$ cat config.mk
export PLATFORM = sky130hd
export DESIGN_NAME = bcd_counter
export DESIGN_NICKNAME = d
export VERILOG_FILES = /design/src/rtl/bcd_counter.sv
export SDC_FILE = /design/constraint.sdc
export NUM_CORES = 1
export LEC_CHECK = 0
export BUFFER_PORTS_ARGS = -buffer_cell sky130_fd_sc_hd__buf_2
export CAP_MARGIN = 15
export CORE_UTILIZATION = 44
export CTS_CLUSTER_SIZE = 14
export DETAILED_ROUTE_END_ITERATION = 8
export HOLD_SLACK_MARGIN = 0.15
export PLACE_DENSITY_LB_ADDON = 0.12
export SLEW_MARGIN = 40
export SYNTH_ARGS = -nofsm -noshare
export SYNTH_HDL_FRONTEND = slang
export SYNTH_SLANG_ARGS = --single-unit
export TNS_END_PERCENT = 20
$ cat constraint.sdc
create_clock -name clk -period 1.4 [get_ports clk]
set_input_delay 0.21 -clock clk [delete_from_list [all_inputs] [get_ports clk]]
set_output_delay 0.21 -clock clk [all_outputs]
set_load 0.02 [all_outputs]
$ cat src/rtl/bcd_counter.sv
// Multi-digit BCD up/down counter with load clamp, wrap/saturate and
// carry/borrow pulses; digits ripple-enable through a generate chain.
module bcd_counter #(
  parameter int DIGITS = 2,
  parameter bit WRAP   = 1'b1
) (
  input  logic                clk,
  input  logic                rst,
  input  logic                en,
  input  logic                up,
  input  logic                load,
  input  logic [4*DIGITS-1:0] din,
  output logic [4*DIGITS-1:0] bcd,
  output logic                co,
  output logic                bo,
  output logic                zero,
  output logic                err
);

  logic [4*DIGITS-1:0] r_bcd;
  logic                r_co;
  logic                r_bo;
  logic                r_err;

  logic [DIGITS:0]     w_all9;
  logic [DIGITS:0]     w_all0;
  logic [4*DIGITS-1:0] w_inc;
  logic [4*DIGITS-1:0] w_dec;
  logic [4*DIGITS-1:0] w_ld;
  logic [DIGITS-1:0]   w_bad;
  logic                w_max;
  logic                w_min;

  assign w_all9[0] = 1'b1;
  assign w_all0[0] = 1'b1;

  // w_all9[k]/w_all0[k] form the ripple enable for digit k
  for (genvar g = 0; g < DIGITS; g++) begin : g_dig
    logic [3:0] w_d;
    logic [3:0] w_in;
    assign w_d  = r_bcd[4*g +: 4];
    assign w_in = din[4*g +: 4];

    assign w_all9[g+1] = w_all9[g] & (w_d == 4'd9);
    assign w_all0[g+1] = w_all0[g] & (w_d == 4'd0);

    assign w_inc[4*g +: 4] = !w_all9[g] ? w_d :
                             (w_d == 4'd9) ? 4'd0 : w_d + 4'd1;
    assign w_dec[4*g +: 4] = !w_all0[g] ? w_d :
                             (w_d == 4'd0) ? 4'd9 : w_d - 4'd1;

    assign w_bad[g]       = (w_in > 4'd9);
    assign w_ld[4*g +: 4] = w_bad[g] ? 4'd9 : w_in;
  end

  assign w_max = w_all9[DIGITS];
  assign w_min = w_all0[DIGITS];

  always_ff @(posedge clk or posedge rst) begin
    if (rst) begin
      r_bcd <= '0;
      r_co  <= 1'b0;
      r_bo  <= 1'b0;
      r_err <= 1'b0;
    end else begin
      r_co  <= 1'b0;
      r_bo  <= 1'b0;
      r_err <= 1'b0;
      if (load) begin
        r_bcd <= w_ld;
        r_err <= |w_bad;
      end else if (en) begin
        if (up) begin
          r_co <= w_max;
          if (!w_max || WRAP) r_bcd <= w_inc;
        end else begin
          r_bo <= w_min;
          if (!w_min || WRAP) r_bcd <= w_dec;
        end
      end
    end
  end

  assign bcd  = r_bcd;
  assign co   = r_co;
  assign bo   = r_bo;
  assign err  = r_err;
  assign zero = (r_bcd == '0);

endmodule

# Yosys cells after proc, flatten, opt, wreduce, memory -nomap -nowiden
# Cells that the tools add are included.
# W data, S select, Z words.
[word_totals]
register_bits = 11
input_bits = 13
[classes]
add_sub_neg = 4
n_lt_le_gt_ge = 2
eq_ne = 3
n_mux = 18
bitwise_logic = 2
reduce_logical = 7
[ops]
columns = ["op", "n"]
rows = [
  ["$mux W4", 8],
  ["$mux W8", 3],
  ["$add A4 B1 Y4 const B", 2],
  ["$eq A4 B4 Y1 const B", 2],
  ["$gt A4 B4 Y1 const B", 2],
  ["$logic_not A4 Y1", 2],
  ["$logic_not A8 Y1", 1],
  ["$sub A4 B1 Y4 const B", 2],
  ["$mux W1", 7],
  ["$ne A3 B1 Y1 const B", 1],
  ["$reduce_and A3 Y1", 1],
  ["$reduce_bool A3 Y1", 1],
  ["$and A1 B1 Y1", 2],
  ["$reduce_bool A2 Y1", 1],
  ["$reduce_or A2 Y1", 1],
]

# Depth between registers and ports, before layout
# Gate-level depths: netlist (run 1).
[depth]
word_depth = 6
ltp_mapped = 6
depth_no_buf = 5

# Least setup slack after synthesis (run 1)
# Ideal clock, no wire load.
[synth_path]
path_type = "register -> register"
from = "register r_bcd[0] (netlist: bcd[0])"
to = "register r_bcd[7] (netlist: bcd[7])"
setup_time_ns = 0.126
arrival_time_ns = 1.361
required_time_ns = 1.274
slack_ns = -0.087
path_stages_with_launch = 7
n_path_buf = 1
period_less_slack_ns = 1.487
cell_sequence = "dfrtp_1 buf_2 and2_4 a21oi_1 or2_4 a221oi_2 o31ai_1"
[synth_via]
elab_chain_len = 3
elab_cells_between_ends = 5
classes_between = "2 x eq/ne; 3 x reduce/logical"
[synth_rtl]
columns = ["item", "line_no", "rtl"]
rows = [
  ["start, declared", "20", "logic [4*DIGITS-1:0] r_bcd;"],
  ["start signal, assigned", "70", "r_bcd <= w_ld;"],
  ["start signal, assigned", "75", "if (!w_max || WRAP) r_bcd <= w_inc;"],
  ["start signal, assigned", "78", "if (!w_min || WRAP) r_bcd <= w_dec;"],
  ["$eq A4 B4 Y1 or $logic_not A4 Y1 (tied branches)", "44, 45", ""],
  ["$ne A3 B1 Y1 (no source line) or $reduce_bool A3 Y1 (tied branches)", "--", ""],
  ["$reduce_and A3 Y1 (no source line) *", "--", ""],
]
# Mark *: on every way between the ends. The rest lies on a longest branch, timed or not.
# A chain may end at the register's enable or synchronous reset.

# Worst setup path after layout (run 1)
[layout_path]
from = "register r_bcd[4] (netlist: bcd[4])"
to = "output port zero"
[layout_via]
elab_chain_len = 1
[layout_rtl]
columns = ["item", "line_no", "rtl"]
rows = [
  ["$logic_not A8 Y1", "88", "assign zero = (r_bcd == '0);"],
  ["end, declared", "16", "output logic zero,"],
]
# No other way between the ends.

==> reports/results.md, run 1 <==
• **result of the run** finished with violations
• **violations in the final reports** setup timing
• **overall power after layout** 1.07 mW
• **largest stage delay on the critical path** 0.45 ns
• **detailed-route vias per instance** 5.66
• **Layout area overhead** 39.7%
• **number of buffers inserted during clock tree synthesis** 3
• **most common cell in the synthesized netlist** dfrtp_1
• **share of synthesized registers carrying an async set or reset** 100%
• **post-route fraction of the period consumed by the critical path** 105%
• **number of cells after detailed placement** 146
• **setup TNS** -0.103 ns
• **placed instance area** 993 um^2
• **worst max-slew margin expressed relative to the limit** 71.2%
• **mapped cell area** 805 um^2
• **CP Max Fanout** 3
• **reported leakage power** 0.503 nW
• **slew at the pin closest to its max-slew limit** 0.431 ns
• **critical path data required time** 1.19 ns
• **combinational family with the most area after synthesis** simple AND/OR/NAND/NOR gates
• **area of the core** 1730 um^2
• **CP Capture Point** zero
• **EDFF count, synth** 0
• **NumNets Final** 145
• **GRT Total Usage** 23.6%
• **critical path cell sequence** nor3_4, and3_1, buf_4
• **wire per inst** 13.4 um
• **remaining global-route overflow** 0
• **remaining antenna violation count** 0
• **RSZ-0062 raised after global routing** true
• **GR Util met2** 37.4%
• **startpoint of the most critical setup path** bcd[4]
• **count of H-tree levels built during CTS** 1
• **area of all placed cells without fillers** 1120 um^2
• **slowest stage cell on the critical path** dfrtp_2
• **endpoint class of the critical path** output port
• **Max Cap Viol** 0
• **CTS max path bufs** 2
• **Reg2Reg Launch Point** bcd[0]
• **top-area cell type share of the netlist area** 34.2%
• **element type at the critical path start** register
• **die area** 2000 um^2
• **clock sinks** 11
• **Syn Inst Count** 98
• **routed vias** 883
• **placer's final routability congestion estimate** 0.803
• **main flop type after synthesis** dfrtp_1
• **cell type with the largest total area after synthesis** dfrtp_1
• **clock input transition at the sequential cells of the worst setup and hold paths** 0.08 ns
• **Cell variety after synth** 34
• **total of warnings raised by yosys** 0
• **Pins Over Slew Limit** 0
• **largest cells by area after synthesis** dfrtp_1 (34%), a21oi_1 (5.0%), buf_2 (5.0%)
• **io pins** 25
• **final-report setup violation count** 3
• **synthesized net count** 111
• **HPWL after detailed placement** 1510 um
• **maximum number of pins on one net before global-route repair** 12
• **mux share of post-synthesis cell area** 1.24%
• **Hold Worst Slack** 0.173 ns
• **most numerous cell types in the synthesized netlist** dfrtp_1 (11), a21oi_1 (8), buf_2 (8), nand2_1 (8), nor2_1 (7)
• **Final Non-Filler Cells** 156
• **Worst Reg-to-Reg Cells** 5
• **pwr/cell area** 953 nW/um^2
• **root cell of the clock tree** clkbuf_4
• **Detailed Route WL** 2090 um
• **number of buffers inserted by port buffering** 24
• **fraction of the mapped netlist area in compound gates** 24.1%
• **register-to-register setup slack** -0.03 ns
• **Synth Register Bits** 11
• **placement row count** 15
• **Critical Path AT** 1.26 ns
• **Starting Density** 46.6%
• **most congested layer reported by global routing** met2
• **die height** 44.8 um
• **Fmax** 682 MHz
• **post-layout minimum cycle time** 1.47 ns
• **grt met3 use** 6.80%
• **met1 Resource Use GR** 30.6%
• **first-iteration detailed-routing DRC count** 36
• **xor/xnor share of the synthesized area** 6.53%
• **first-pass GRT wire length** 3410 um
• **1st-pass router iterations** 4
• **mean area per synthesized cell** 8.21 um^2
• **fraction of final layout cells with drive strength greater than 1** 48.1%
• **share of synthesized cell area in and, or, nand and nor gates** 26.9%
• **initial antenna violation count** 0
• **Die X-Extent** 44.8 um
• **arithmetic-cell share of the synthesized area counting full adders, half adders and majority gates** 0%
• **number of endpoints with negative hold slack in the final report** 0
• **clock tree from TritonCTS** done
• **end of the worst register-to-register path** bcd[7]
• **sequential element share of the synthesized area** 34.2%
• **antenna diode count** 0
• **Setup CP Type** register to output port
• **post-place setup slack** 0.0308 ns
• **path class of the lowest-slack min-delay path** input port to register
• **drc violations** 0
• **setup clock skew after layout** 0.00166 ns
• **final setup margin** -0.0672 ns
• **vias in the first global route** 769
• **clk_lat worst skew** 0.27 ns
• **post-layout util** 65.1%
• **maximum VDD drop** 0.000653 V
layout make-up:
class	instances	area [um^2]
well taps	25	31.3
clock buffers	3	22.5
fillers	155	603
repair buffers	38	246
multi-input cells	75	523
flip-flops and latches	11	284
clock inverters	1	5.00
inverters	3	11.3
repair_timing:
item | in CTS | in global routing
gates cloned | 0 | 0
hold buffers | 1 | 0
endpoints found under the setup margin | 1 | 9
gates resized for setup | 5 | 10
setup buffers | 4 | 1
endpoints found under the hold margin | 11 | 0
pin swaps | 2 | 4
per-layer routing:
metal  vias up  part of all wire [%]
met3         4                   6.4
met2        36                    47
met1       422                    46
met4         0                   1.2
li1        421                     -
met5         -                     0
where the power goes:
| part | internal (mW) | total (mW) | switching (mW) |
|---|---|---|---|
| sequential | 0.353 | 0.410 | 0.0569 |
| clock | 0.106 | 0.220 | 0.114 |
| combinational | 0.208 | 0.441 | 0.233 |
placed cells by master (no fill, tap or decap), types with 2 or more instances in the layout:
| master | instances |
|---|---|
| dfrtp_2 | 7 |
| nand3_1 | 2 |
| clkbuf_4 | 3 |
| buf_6 | 3 |
| o31ai_1 | 2 |
| nor3_2 | 3 |
| o21ai_1 | 4 |
| nand2_1 | 7 |
| inv_1 | 2 |
| nor3b_1 | 5 |
| a31oi_1 | 3 |
| nor2_2 | 3 |
| dfrtp_1 | 4 |
| buf_2 | 21 |
| buf_4 | 13 |
| nor2_1 | 4 |
| a21oi_1 | 7 |
| a22o_1 | 2 |
| xnor2_1 | 4 |
| o21ai_0 | 5 |
| and3_1 | 3 |
worst max-delay path, delay by kind of cell, from the launching register on:
kind          cells  cell delay (ns)
buf+inv           1             0.14
flops             1             0.45
simple gates      2             0.40
how the worst min path moves through the flow:
| stage | from | endpoint | depth (start not counted) |
|---|---|---|---|
| 2_1_floorplan | rst | bcd[2] | 1 |
| 3_3_place_gp | rst | err | 2 |
| 3_5_place_dp | rst | err | 2 |
| 4_1_cts | din[2] | bcd[2] | 3 |
| 5_1_grt | din[2] | bcd[2] | 3 |
| 6_report | din[2] | bcd[2] | 3 |
kinds of logic after synthesis:
logic type | Yosys count
AO/OA/AOI/OAI | 30
multiplexers | 1
XOR/XNOR | 6
AND/OR/NAND/NOR | 38
buffers and inverters | 12
flip-flops | 11
sequential cells by signal (all words and copies together), names as in the netlist:
signal and flops:
bo 1, bcd 8, co 1, err 1
Note: power is estimated with default switching activity, not from simulation.
==> run 2: changes to the inputs <==
--- a/config.mk
+++ b/config.mk
@@ -5,6 +5,7 @@
 export SDC_FILE = /design/constraint.sdc
 export NUM_CORES = 1
 export LEC_CHECK = 0
+export ABC_CLOCK_PERIOD_IN_PS = 1400
 export BUFFER_PORTS_ARGS = -buffer_cell sky130_fd_sc_hd__buf_2
 export CAP_MARGIN = 15
 export CORE_UTILIZATION = 44
==> constraint.sdc (replaced) <==
create_clock -name clk -period 1.4 [get_ports clk]
set_input_delay 0.21 -clock clk [delete_from_list [all_inputs] [get_ports clk]]
set_output_delay 0.21 -clock clk [all_outputs]
set_load 0.005 [all_outputs]
==> run 2 against run 1 <==
  * The run still ends with setup timing left
  * Sequential cell count stayed put
  * Via count up 3.1%
  * Clock power about the same
  * Non-clock buffer count increased by 8
  * Cell area is 7.6% higher
  * Fmax is 2.2% lower
  * Clock-buffer cell count rose by 1
  * Hold slack worse by 0.00059 ns
  * Critical endpoint is now bcd[7]
  * Largest cell class unchanged
  * Largest power group unchanged
==> reports/results.md, run 2 (synthesis gave the netlist of run 1 again) <==
• **critical path cell sequence** buf_6, buf_6, inv_4, o21ai_2, a22o_1, a221oi_2, o31ai_2
• **slew at the pin closest to its max-slew limit** 0.434 ns
• **clock tree from TritonCTS** done
• **remaining antenna violation count** 0
• **die height** 44.8 um
• **io pins** 25
• **element type at the critical path start** register
• **path class of the lowest-slack min-delay path** input port to register
• **area of all placed cells without fillers** 1210 um^2
• **HPWL after detailed placement** 1560 um
• **maximum VDD drop** 0.000536 V
• **Die X-Extent** 44.8 um
• **violations in the final reports** setup timing
• **detailed-route vias per instance** 5.55
• **NumNets Final** 153
• **1st-pass router iterations** 4
• **detailed-routed wire length on met3** 88 um
• **overall power after layout** 1.10 mW
• **Worst Reg-to-Reg Cells** 7
• **final setup margin** -0.0996 ns
• **placement row count** 15
• **CTS max path bufs** 2
• **root cell of the clock tree** clkbuf_4
• **post-layout util** 70.0%
• **leading cell type in the layout, fill and taps excluded** buf_2
• **Critical Path AT** 1.65 ns
• **first-pass GRT wire length** 3730 um
• **Layout area overhead** 50.2%
• **die area** 2000 um^2
• **count of H-tree levels built during CTS** 1
• **remaining global-route overflow** 0
• **Starting Density** 46.6%
• **pwr/cell area** 908 nW/um^2
• **Fmax** 667 MHz
• **Hold Crit Depth** 3
• **number of endpoints with negative hold slack in the final report** 0
• **flip-flop count of the largest register, all copies and words added** 8
• **final-report setup violation count** 2
• **result of the run** finished with violations
• **worst max-slew margin expressed relative to the limit** 71.0%
• **placed instance area** 1000 um^2
• **antenna diode count** 0
• **GRT Total Usage** 26.0%
• **reported leakage power** 0.550 nW
• **clock sinks** 11
• **RSZ-0062 raised after global routing** true
• **uppermost metal layer occupied by signal nets** met4
• **initial antenna violation count** 0
• **Max Cap Viol** 0
• **number of cells after detailed placement** 150
• **Setup CP Type** register to register
• **number of buffers inserted during clock tree synthesis** 3
• **leading cell types in the layout, fill and taps excluded** buf_2 (23), buf_4 (14), dfrtp_1 (8), buf_6 (8)
• **Final Non-Filler Cells** 164
• **post-route fraction of the period consumed by the critical path** 107%
• **fraction of final layout cells with drive strength greater than 1** 49.6%
• **maximum number of pins on one net before global-route repair** 12
• **endpoint class of the critical path** register
• **clk_lat worst skew** 0.27 ns
• **largest stage delay on the critical path** 0.41 ns
• **routed vias** 910
• **Met2 Wirelength** 1230 um
• **Layout fillers** 152
• **vias in the first global route** 824
• **slowest stage cell on the critical path** dfrtp_1
• **post-layout minimum cycle time** 1.50 ns
• **wire per inst** 14.6 um
• **met1 wire length** 1050 um
• **placer's final routability congestion estimate** 0.929
• **drc violations** 0
• **Pins Over Slew Limit** 0
• **critical path data required time** 1.55 ns
• **first-iteration detailed-routing DRC count** 12
• **area of the core** 1730 um^2
• **Detailed Route WL** 2400 um
• **setup clock skew after layout** 0.000194 ns
• **crit-path most repeated cell** buf_6
• **CP Max Fanout** 5
• **clock input transition at the sequential cells of the worst setup and hold paths** 0.07 ns
• **number of buffers inserted by port buffering** 24
run 2: changes by cell type in the layout (fill, tap and decap cells not counted), sizes merged:
| cell | change |
|---|---|
| buf | +8 |
| clkinv | -1 |
| clkbuf | +1 |
run 2: worst paths after layout:
path,from,end,slack (ns)
worst max-delay path,bcd[6],bcd[7],-0.1
worst min-delay path,din[2],bcd[2],0.17
worst max register to register,bcd[6],bcd[7],-0.1
worst min register to register,bcd[1],bcd[1],0.74
max in group asynchronous,rst,bcd[2],0.58
min in group asynchronous,rst,err,0.49
run 2: what timing repair did:
| action | CTS | global route |
|---|---|---|
| resized for setup | 9 | 18 |
| endpoints found under the setup margin | 3 | 8 |
| hold buffers | 1 | 0 |
| pin swaps | 4 | 7 |
| hold endpoints to repair | 11 | 0 |
| buffers inserted | 5 | 4 |
run 2: power by group:
| group | internal, mW | total [mW] | leakage [nW] | switching (mW) |
|---|---|---|---|---|
| sequential | 0.350 | 0.398 | 0.133 | 0.0472 |
| combinational | 0.249 | 0.478 | 0.402 | 0.229 |
| clock | 0.110 | 0.222 | 0.0150 | 0.111 |
run 2: layout make-up:
class / instances / area, um^2 / area share (%)
multi-input combinational: 75 / 538 / 44.5
timing repair buffer: 46 / 320 / 26.5
sequential: 11 / 279 / 23.1
tap: 25 / 31.3 / 2.59
clock buffer: 4 / 26.3 / 2.17
inverter: 3 / 13.8 / 1.14
run 2: metal layers:
layer / up-vias / track usage [%]
met4: 0 / 9.09
met1: 440 / 34.3
li1: 435 / -
met3: 4 / 6.00
met2: 31 / 41.8
met5: - / 0
run 2: per-stage QoR:
step / setup TNS (ns) / setup slack [ns] / hold WS, ns
6_report: -0.178 / -0.0996 / 0.172
5_1_grt: -0.447 / -0.134 / 0.177
4_1_cts: -0.118 / -0.0613 / 0.165
3_5_place_dp: -0.0789 / -0.0789 / 0.228
3_3_place_gp: 0 / 0.0192 / 0.225
2_1_floorplan: 0 / 0.0212 / 0.0624
run 2: worst max-delay path, delay by kind of cell (launching register included):
kind                   cells  cell delay [ns]
AOI/OAI and AO/OA          4             0.68
buffers and inverters      3             0.30
DFF                        1             0.41
